`src/rtl/ita_package.sv`:
```
// Shared ITA types and constants used by the activation sequencer.
package ita_package;

  localparam int unsigned N                    = 16;
  localparam int unsigned WI                   = 8;
  localparam int unsigned GELU_CONSTANTS_WIDTH = 16;
  localparam int unsigned EMS                  = 8;

  typedef enum logic [1:0] {
    IDENTITY = 2'd0,
    GELU     = 2'd1,
    RELU     = 2'd2
  } activation_e;

  typedef logic signed [GELU_CONSTANTS_WIDTH-1:0] gelu_const_t;
  typedef logic [EMS-1:0]                         requant_const_t;
  typedef logic signed [WI-1:0]                   requant_t;
  typedef requant_t [N-1:0]                       requant_oup_t;

  typedef enum logic [1:0] {
    IDLE  = 2'd0,
    RUN   = 2'd1,
    DRAIN = 2'd2
  } act_ctrl_state_e;

  // Number of register stages inside the activation datapath.
  localparam int unsigned ACT_LATENCY = 2;

endpackage

```
`src/rtl/activation_ctrl_vpipe.sv`:
```
// Valid-bit shadow of the 2-stage activation pipeline; generates the advance
// condition, input ready and both stage enables.
module activation_ctrl_vpipe (
  input  logic clk_i,
  input  logic rst_i,
  input  logic run_i,
  input  logic in_valid_i,
  input  logic out_ready_i,
  output logic in_ready_o,
  output logic calc_en_o,
  output logic calc_en_q_o,
  output logic v2_o
);

  logic v1_q;
  logic v2_q;
  logic adv;

  // Whole pipe moves together: it advances whenever the output slot frees up.
  assign adv         = !v2_q || out_ready_i;
  assign in_ready_o  = run_i && adv;
  assign calc_en_o   = adv && in_valid_i && in_ready_o;
  assign calc_en_q_o = adv && v1_q;
  assign v2_o        = v2_q;

  always_ff @(posedge clk_i or posedge rst_i) begin
    if (rst_i) begin
      v1_q <= 1'b0;
      v2_q <= 1'b0;
    end else if (adv) begin
      v1_q <= calc_en_o;
      v2_q <= v1_q;
    end
  end

endmodule

```
`src/rtl/activation_ctrl.sv`:
```
// Job sequencer for the ITA activation unit. Optional performance counters are
// built when ITA_ACT_CTRL_PERF_EN is defined.
//
// Handshakes: a transfer happens on a rising clk edge where valid and ready are
// both high; valid holds its payload until that edge, ready may toggle freely.
module activation_ctrl
  import ita_package::*;
#(
  parameter int unsigned N_PE      = N,
  parameter int unsigned CNT_WIDTH = 16
) (
  input  logic                      clk_i,
  input  logic                      rst_i,
  input  logic                      cfg_valid_i,
  output logic                      cfg_ready_o,
  input  activation_e               cfg_activation_i,
  input  gelu_const_t               cfg_one_i,
  input  gelu_const_t               cfg_b_i,
  input  gelu_const_t               cfg_c_i,
  input  requant_const_t            cfg_mult_i,
  input  requant_const_t            cfg_shift_i,
  input  requant_t                  cfg_add_i,
  input  logic [CNT_WIDTH-1:0]      cfg_len_i,
  input  logic                      in_valid_i,
  output logic                      in_ready_o,
  input  requant_t [N_PE-1:0]       in_data_i,
  output requant_t [N_PE-1:0]       act_data_o,
  output activation_e               act_activation_o,
  output gelu_const_t               act_one_o,
  output gelu_const_t               act_b_o,
  output gelu_const_t               act_c_o,
  output requant_const_t            act_mult_o,
  output requant_const_t            act_shift_o,
  output requant_t                  act_add_o,
  output logic                      act_calc_en_o,
  output logic                      act_calc_en_q_o,
  input  requant_t [N_PE-1:0]       act_data_i,
  output logic                      out_valid_o,
  input  logic                      out_ready_i,
  output requant_t [N_PE-1:0]       out_data_o,
  output logic                      out_last_o,
  output logic                      busy_o,
  output logic                      done_o,
  output logic [31:0]               stall_cycles_o,
  output logic [31:0]               bubble_cycles_o,
  output act_ctrl_state_e           state_o
);

  typedef logic [CNT_WIDTH-1:0] cnt_t;

  act_ctrl_state_e state_q;
  cnt_t            len_q;
  cnt_t            in_cnt_q;
  cnt_t            out_cnt_q;
  logic            cfg_ready_q;
  logic            done_q;
  logic            v2;
  logic            run;
  logic            cfg_fire;
  logic            in_fire;
  logic            out_fire;

  assign run      = (state_q == RUN);
  assign cfg_fire = cfg_valid_i && cfg_ready_q;
  assign in_fire  = in_valid_i && in_ready_o;
  assign out_fire = v2 && out_ready_i;

  activation_ctrl_vpipe u_vpipe (
    .clk_i       (clk_i),
    .rst_i       (rst_i),
    .run_i       (run),
    .in_valid_i  (in_valid_i),
    .out_ready_i (out_ready_i),
    .in_ready_o  (in_ready_o),
    .calc_en_o   (act_calc_en_o),
    .calc_en_q_o (act_calc_en_q_o),
    .v2_o        (v2)
  );

  assign act_data_o  = in_data_i;
  assign out_data_o  = act_data_i;
  assign out_valid_o = v2;
  assign out_last_o  = v2 && (out_cnt_q == len_q - cnt_t'(1));
  assign cfg_ready_o = cfg_ready_q;
  assign busy_o      = (state_q != IDLE);
  assign done_o      = done_q;
  assign state_o     = state_q;

  always_ff @(posedge clk_i or posedge rst_i) begin
    if (rst_i) begin
      state_q          <= IDLE;
      cfg_ready_q      <= 1'b0;
      done_q           <= 1'b0;
      len_q            <= '0;
      in_cnt_q         <= '0;
      out_cnt_q        <= '0;
      act_activation_o <= IDENTITY;
      act_one_o        <= '0;
      act_b_o          <= '0;
      act_c_o          <= '0;
      act_mult_o       <= '0;
      act_shift_o      <= '0;
      act_add_o        <= '0;
    end else begin
      done_q <= 1'b0;
      if (in_fire)  in_cnt_q  <= in_cnt_q + cnt_t'(1);
      if (out_fire) out_cnt_q <= out_cnt_q + cnt_t'(1);
      unique case (state_q)
        IDLE: begin
          cfg_ready_q <= 1'b1;
          if (cfg_fire) begin
            act_activation_o <= cfg_activation_i;
            act_one_o        <= cfg_one_i;
            act_b_o          <= cfg_b_i;
            act_c_o          <= cfg_c_i;
            act_mult_o       <= cfg_mult_i;
            act_shift_o      <= cfg_shift_i;
            act_add_o        <= cfg_add_i;
            len_q            <= cfg_len_i;
            in_cnt_q         <= '0;
            out_cnt_q        <= '0;
            // An empty job completes immediately without leaving IDLE.
            if (cfg_len_i == '0) begin
              done_q <= 1'b1;
            end else begin
              state_q     <= RUN;
              cfg_ready_q <= 1'b0;
            end
          end
        end
        RUN: begin
          if (in_fire && (in_cnt_q == len_q - cnt_t'(1))) state_q <= DRAIN;
        end
        DRAIN: begin
          if (out_fire && out_last_o) begin
            state_q     <= IDLE;
            cfg_ready_q <= 1'b1;
            done_q      <= 1'b1;
          end
        end
        default: state_q <= IDLE;
      endcase
    end
  end

`ifdef ITA_ACT_CTRL_PERF_EN
  logic [31:0] stall_q;
  logic [31:0] bubble_q;

  always_ff @(posedge clk_i or posedge rst_i) begin
    if (rst_i) begin
      stall_q  <= '0;
      bubble_q <= '0;
    end else if (cfg_fire) begin
      stall_q  <= '0;
      bubble_q <= '0;
    end else begin
      if (v2 && !out_ready_i && (stall_q != '1)) stall_q <= stall_q + 32'd1;
      if (run && in_ready_o && !in_valid_i && (bubble_q != '1)) bubble_q <= bubble_q + 32'd1;
    end
  end

  assign stall_cycles_o  = stall_q;
  assign bubble_cycles_o = bubble_q;
`else
  assign stall_cycles_o  = '0;
  assign bubble_cycles_o = '0;
`endif

endmodule

```
`config.mk`:
```
export PLATFORM = sky130hd
export DESIGN_NAME = activation_ctrl
export DESIGN_NICKNAME = d
export VERILOG_FILES = /design/src/rtl/ita_package.sv /design/src/rtl/activation_ctrl_vpipe.sv /design/src/rtl/activation_ctrl.sv
export SDC_FILE = /design/constraint.sdc
export NUM_CORES = 1
export LEC_CHECK = 0
export CAP_MARGIN = 10
export CORE_AREA = 2 2 290 292
export DETAILED_ROUTE_END_ITERATION = 12
export DIE_AREA = 0 0 292 294
export GPL_ROUTABILITY_DRIVEN = 1
export GPL_TIMING_DRIVEN = 0
export PLACE_DENSITY = 0.44
export SYNTH_ARGS = -nofsm -noshare
export SYNTH_HDL_FRONTEND = slang
export SYNTH_SLANG_ARGS = --single-unit
export TNS_END_PERCENT = 1
```
`constraint.sdc`:
```
create_clock -name clk_i -period 6 [get_ports clk_i]
set_input_delay 0.6 -clock clk_i [delete_from_list [all_inputs] [get_ports clk_i]]
set_output_delay 0.6 -clock clk_i [all_outputs]
set_load 0.02 [all_outputs]
```
Word level (Yosys, flattened, before mapping) --
Cells that the tools add are included.
Storage, ports and cells: register bits 128, logic and storage cells 63, output and inout port bits 404, input bits 351
Operators by class: reduce and logical (&&, ||, !) cells 19, $add $sub $neg 3, eq/ne operators 8, muxes and demuxes 18
Operators with widths (number):
- 16-bit two-way mux | 6
- 16-bit by 1-bit adder with 16-bit output (second input constant) | 2
- 16-bit equality test | 2
- 16-bit logical NOT | 1
- 16-bit by 1-bit subtractor with 16-bit output (second input constant) | 1
- 1-bit logical AND | 10
- 2-bit two-way mux | 4
- 2-bit != test (second input constant) | 4
- 2-bit case mux with 3 select lines | 1
- 1-bit two-way mux | 5
- 1-bit case mux with 2 select lines | 2
- 2-bit AND reduction | 2
- 4-bit AND reduction | 1
- 2-bit nonzero test | 2
- 2-bit by 1-bit equality test with 1-bit output (second input constant) | 1
- 2-bit equality test (second input constant) | 1
- 2-bit logical NOT | 1
- 1-bit logical NOT | 1
- 1-bit logical OR | 1

Logic depth before layout (Yosys ltp) --
depth in word-level cells 7, depth in mapped cells 10

Hierarchy --
From an unflattened synthesis, not the netlist that was laid out.
Unflattened totals: cells, all modules 1043, area, all modules 8624.5 µm²
By module, submodules not included:
- activation_ctrl | sequential area each 3153.0 µm², instances 1, area an instance 8516.9 µm², cells an instance 1032
- activation_ctrl_vpipe | sequential area each 50.0 µm², instances 1, area an instance 107.6 µm², cells an instance 11

Worst setup path after synthesis --
Ideal clock, no wire load.
kind reg-to-output, start point register len_q[0], end point output port out_last_o, required time 5.400 ns, stages on the path, launching flop included 9, arrival time 2.554 ns, slack 2.846 ns, buffers on the path 1, cell sequence dfrtp_1 > inv_1 > ha_1 > or3b_1 > clkbuf_1 > or4_4 > xor2_1 > a2111oi_4 > and2_1
Between the ends: word-level cells in the longest chain between the ends 3
RTL lines:
- start: declaration | line activation_ctrl.sv:52 | cnt_t len_q;
- start signal: assignment | line activation_ctrl.sv:119 | len_q <= cfg_len_i;
- 16-bit by 1-bit subtractor with 16-bit output | line activation_ctrl.sv:83 | assign out_last_o = v2 && (out_cnt_q == len_q - cnt_t'(1));
- 16-bit equality test | line activation_ctrl.sv:83
- 1-bit logical AND | line activation_ctrl.sv:83
- end: declaration | line activation_ctrl.sv:41 | output logic out_last_o,
Every way passes these cells.

Worst setup path in the final report --
Ends and elaborated chain as after synthesis.

==> impl_metrics.yaml <==
cts:
  clock-root-buffer: "clkbuf_16"
  post-cts-setup-buffers: 0
  cts_buffer_depth: 2
  clkLatencyLatePin_ps: 440
  cts.sinks: 128
  cts_resized: 0
  htreeDepth: 4
  cts_tree: "done"
  cts_buffers: 17
  cts_hold_buf: 0
  clk_pin_slew_ps: 60
place:
  portBuffers: 434
  place_congestion: 0.818
  place_hpwl_um: 34100
  placed_area_mm2: 0.0144
  place_ws_ps: 1980
synthesis:
  yosysTopAreaCell: "dfrtp_1"
  syn_area_mm2: 0.00848
  ys_ff_latch: 128
  synth_top_cells_by_area: "dfrtp_1 38%, buf_4 28%, mux2_2 11%"
  synth_flop_cell: "dfrtp_1"
  ys_seq_area_frac: 0.378
  netlist_instances: 830
  netlist.area_leader.share: 0.378
  yosysWarnings: 0
  synth_edf_count: 0
  syn_area_per_cell_um2: 10.2
  async_reset_ff_frac: 1.00
  synth_cell_types: 50
die:
  die_h_um: 294
  dieArea_mm2: 0.0858
  pin_count: 755
  core_mm2: 0.0829
  die_w_um: 292
  start_util: 0.102
  std_cell_rows: 106
hold_path:
  hp-class: "reg2reg"
  min_path_cells: 2
  hp-start: "u_vpipe.v1_q"
  holdPathEnd: "u_vpipe.v2_o"
worst_setup_path:
  critPathKind: "reg2out"
  r2r_cells: 10
  end_kind: "output pin"
  start_kind: "flop"
  max_stage_delay_ps: 630
  required_ps: 5400
  r2r_slack_ps: 2920
  critPathBufInv: 3
  path_depth: 10
  slowest_stage: "o311ai_0"
  r2r_end: "state_o[1]"
  arrival_ps: 3910
  crit_chain: "inv_1 -> ha_1 -> or3b_1 -> clkbuf_1 -> nor3_1 -> a21oi_1 -> o311ai_0 -> a2111oi_4 -> and2_1 -> clkdlybuf4s50_1"
  worstPathMaxFanout: 6
  cpLargestDelayFamily: "simple AND/OR/NAND/NOR gates"
  r2r_start: "len_q[0]"
pwr:
  p_comb_frac: 0.497
  p_total_uw: 5000
  power_switching_uw: 1880
  leakagePower_uw: 0.00639
  seq_power_share: 0.292
  power_frac_clock: 0.211
  p_int_uw: 3120
  powerDensity_mw_per_mm2: 332
  ir_worst_vdd_uv: 244
  switching_share: 0.376
detailed_routing:
  finalWirelength_um: 39600
  avgRoutedWirePerCell_um: 16.2
  vias: 7271
  ant_nets: 0
  dr.first_iter.drc_count: 201
  drc_errors: 0
  via_per_inst: 2.97
  dr.pass1.iters: 4
cells_and_area:
  layout-drive-gt1-share: 0.330
  most-common-layout-cells: "434 x clkdlybuf4s50_1, 320 x buf_4, 128 x dfrtp_1, 86 x mux2_2, 64 x conb_1"
  syn2layout_area_growth_pct: 77.5
  fillers: 9169
  design_area_mm2: 0.0150
  regArea_mm2: 0.00320
  layout_commonest_cell: "clkdlybuf4s50_1"
  multiInputGateArea_mm2: 0.00294
  fin_nets: 1701
grt:
  grt_pass1_vias: 7484
  grt_antenna_before_repair: 12
  grt_start_max_net_pins: 80
  overflow: 0
  grt_first_pass_wirelength_um: 53500
  grtUsageTotal: 0.0864
flow_run:
  drv_cap: 0
timing:
  setup_viol: 0
  finalWorstSetupSlack_ps: 1490
  worstMarginPinSlew_ps: 1150
  slew_headroom: 0.227
  hold_viol: 0
  max_freq_mhz: 222
  slew_viol_final: 0
  finalCritPeriodShare: 0.751
  setup_tns_ps: 0
  rsz0062_at_grt: "no"
  clock_skew_ps: 11.2
  finalCriticalPeriod_ps: 4510
outcome:
  outcome: "complete, no violations"
[how the worst max path moves through the flow]
stage | from | endpoint | slack (ps)
finish | len_q[0] | out_last_o | 1490
CTS | len_q[0] | out_last_o | 1460
global route | len_q[0] | out_last_o | 1220
global placement | rst_i | act_c_o[4] | -260
floorplan | rst_i | act_activation_o[0] | 1990
detailed placement | len_q[0] | out_last_o | 1980
[cell type report]
| class | instances | share of cell area |
|---|---|---|
| inverters | 11 | 0.00308 |
| flip-flops and latches | 128 | 0.213 |
| clock buffers | 18 | 0.0292 |
| plain buffers | 351 | 0.168 |
| clock inverters | 14 | 0.0103 |
| repair buffers | 435 | 0.290 |
| diodes | 5 | 0.000831 |
| multi-input cells | 403 | 0.195 |
| well taps | 1080 | 0.0898 |
[power by group through the flow]
stage,registers [uW],clock network (uW),logic [uW]
floorplan,1740,0,1130
global placement,1460,0,2500
detailed placement,1470,0,2500
CTS,1470,1090,2520
global route,1510,1130,2660
finish,1460,1050,2480
[worst register-to-register path: stages (launching register included)]
cell and delay (ps):
dfrtp_1 460, inv_1 90, ha_1 260, or3b_1 170
clkbuf_1 310, a21oi_1 110, a2111oi_0 450, o311ai_0 340
a2111oi_4 390, nand3_1 140, a22o_1 230
[routing by layer]
layer | vias to the layer above | track usage | wire (um)
li1 | 3404 | - | -
met1 | 3416 | 0.0923 | 14600
met2 | 407 | 0.150 | 19700
met3 | 34 | 0.0442 | 4580
met4 | 10 | 0.0215 | 602
met5 | - | 0 | 56
[synthesized netlist by cell type (2+ instances only)]
cell      number
nand4_1       14
or3_1          5
or4_4          2
and2_1         4
ha_1           3
buf_4        320
and4_1         2
or4_1          2
xor2_1        32
xnor2_1       29
nor2_1        43
nand3_1       10
buf_6          2
clkbuf_1      25
a31oi_1        2
nor2b_1        2
mux2i_1        2
nor3b_1        2
a311oi_1       2
nand2_1       25
buf_1          3
dfrtp_1      128
inv_1         11
and3_1        10
o21ai_0       10
a21oi_1        7
a211oi_1       3
nor4_1         8
mux2_2        86
nor3_1         9
xnor3_1        5
nand2b_1       2
o31ai_1        3
[cells by family after synthesis]
kind of cell             Yosys count  share of synthesized area
AO/OA/AOI/OAI                     37                     0.0314
XOR/XNOR                          66                     0.0763
adder cells (fa/ha/maj)            3                    0.00443
buffers and inverters            362                      0.304
flip-flops                       128                      0.378
multiplexers                      88                      0.117
other                              1                   0.000442
AND/OR/NAND/NOR                  145                     0.0891
[sequential cells by signal, summed over array words and instances (netlist names)]
register,flops
act_activation_o,2
len_q,16
cfg_ready_o,1
act_shift_o,8
u_vpipe.v2_o,1
act_one_o,16
act_add_o,8
in_cnt_q,16
out_cnt_q,16
done_o,1
act_b_o,16
state_o,2
act_mult_o,8
act_c_o,16
u_vpipe.v1_q,1
[stage by stage]
step,hold slack [ps],std cells,utilization
3_3_place_gp,446,2407,0.174
3_5_place_dp,448,2408,0.174
4_1_cts,464,2440,0.181
2_1_floorplan,431,893,-
6_report,459,2445,0.182
5_1_grt,513,2440,0.181
No activity file was read; power rests on OpenSTA's default activity.
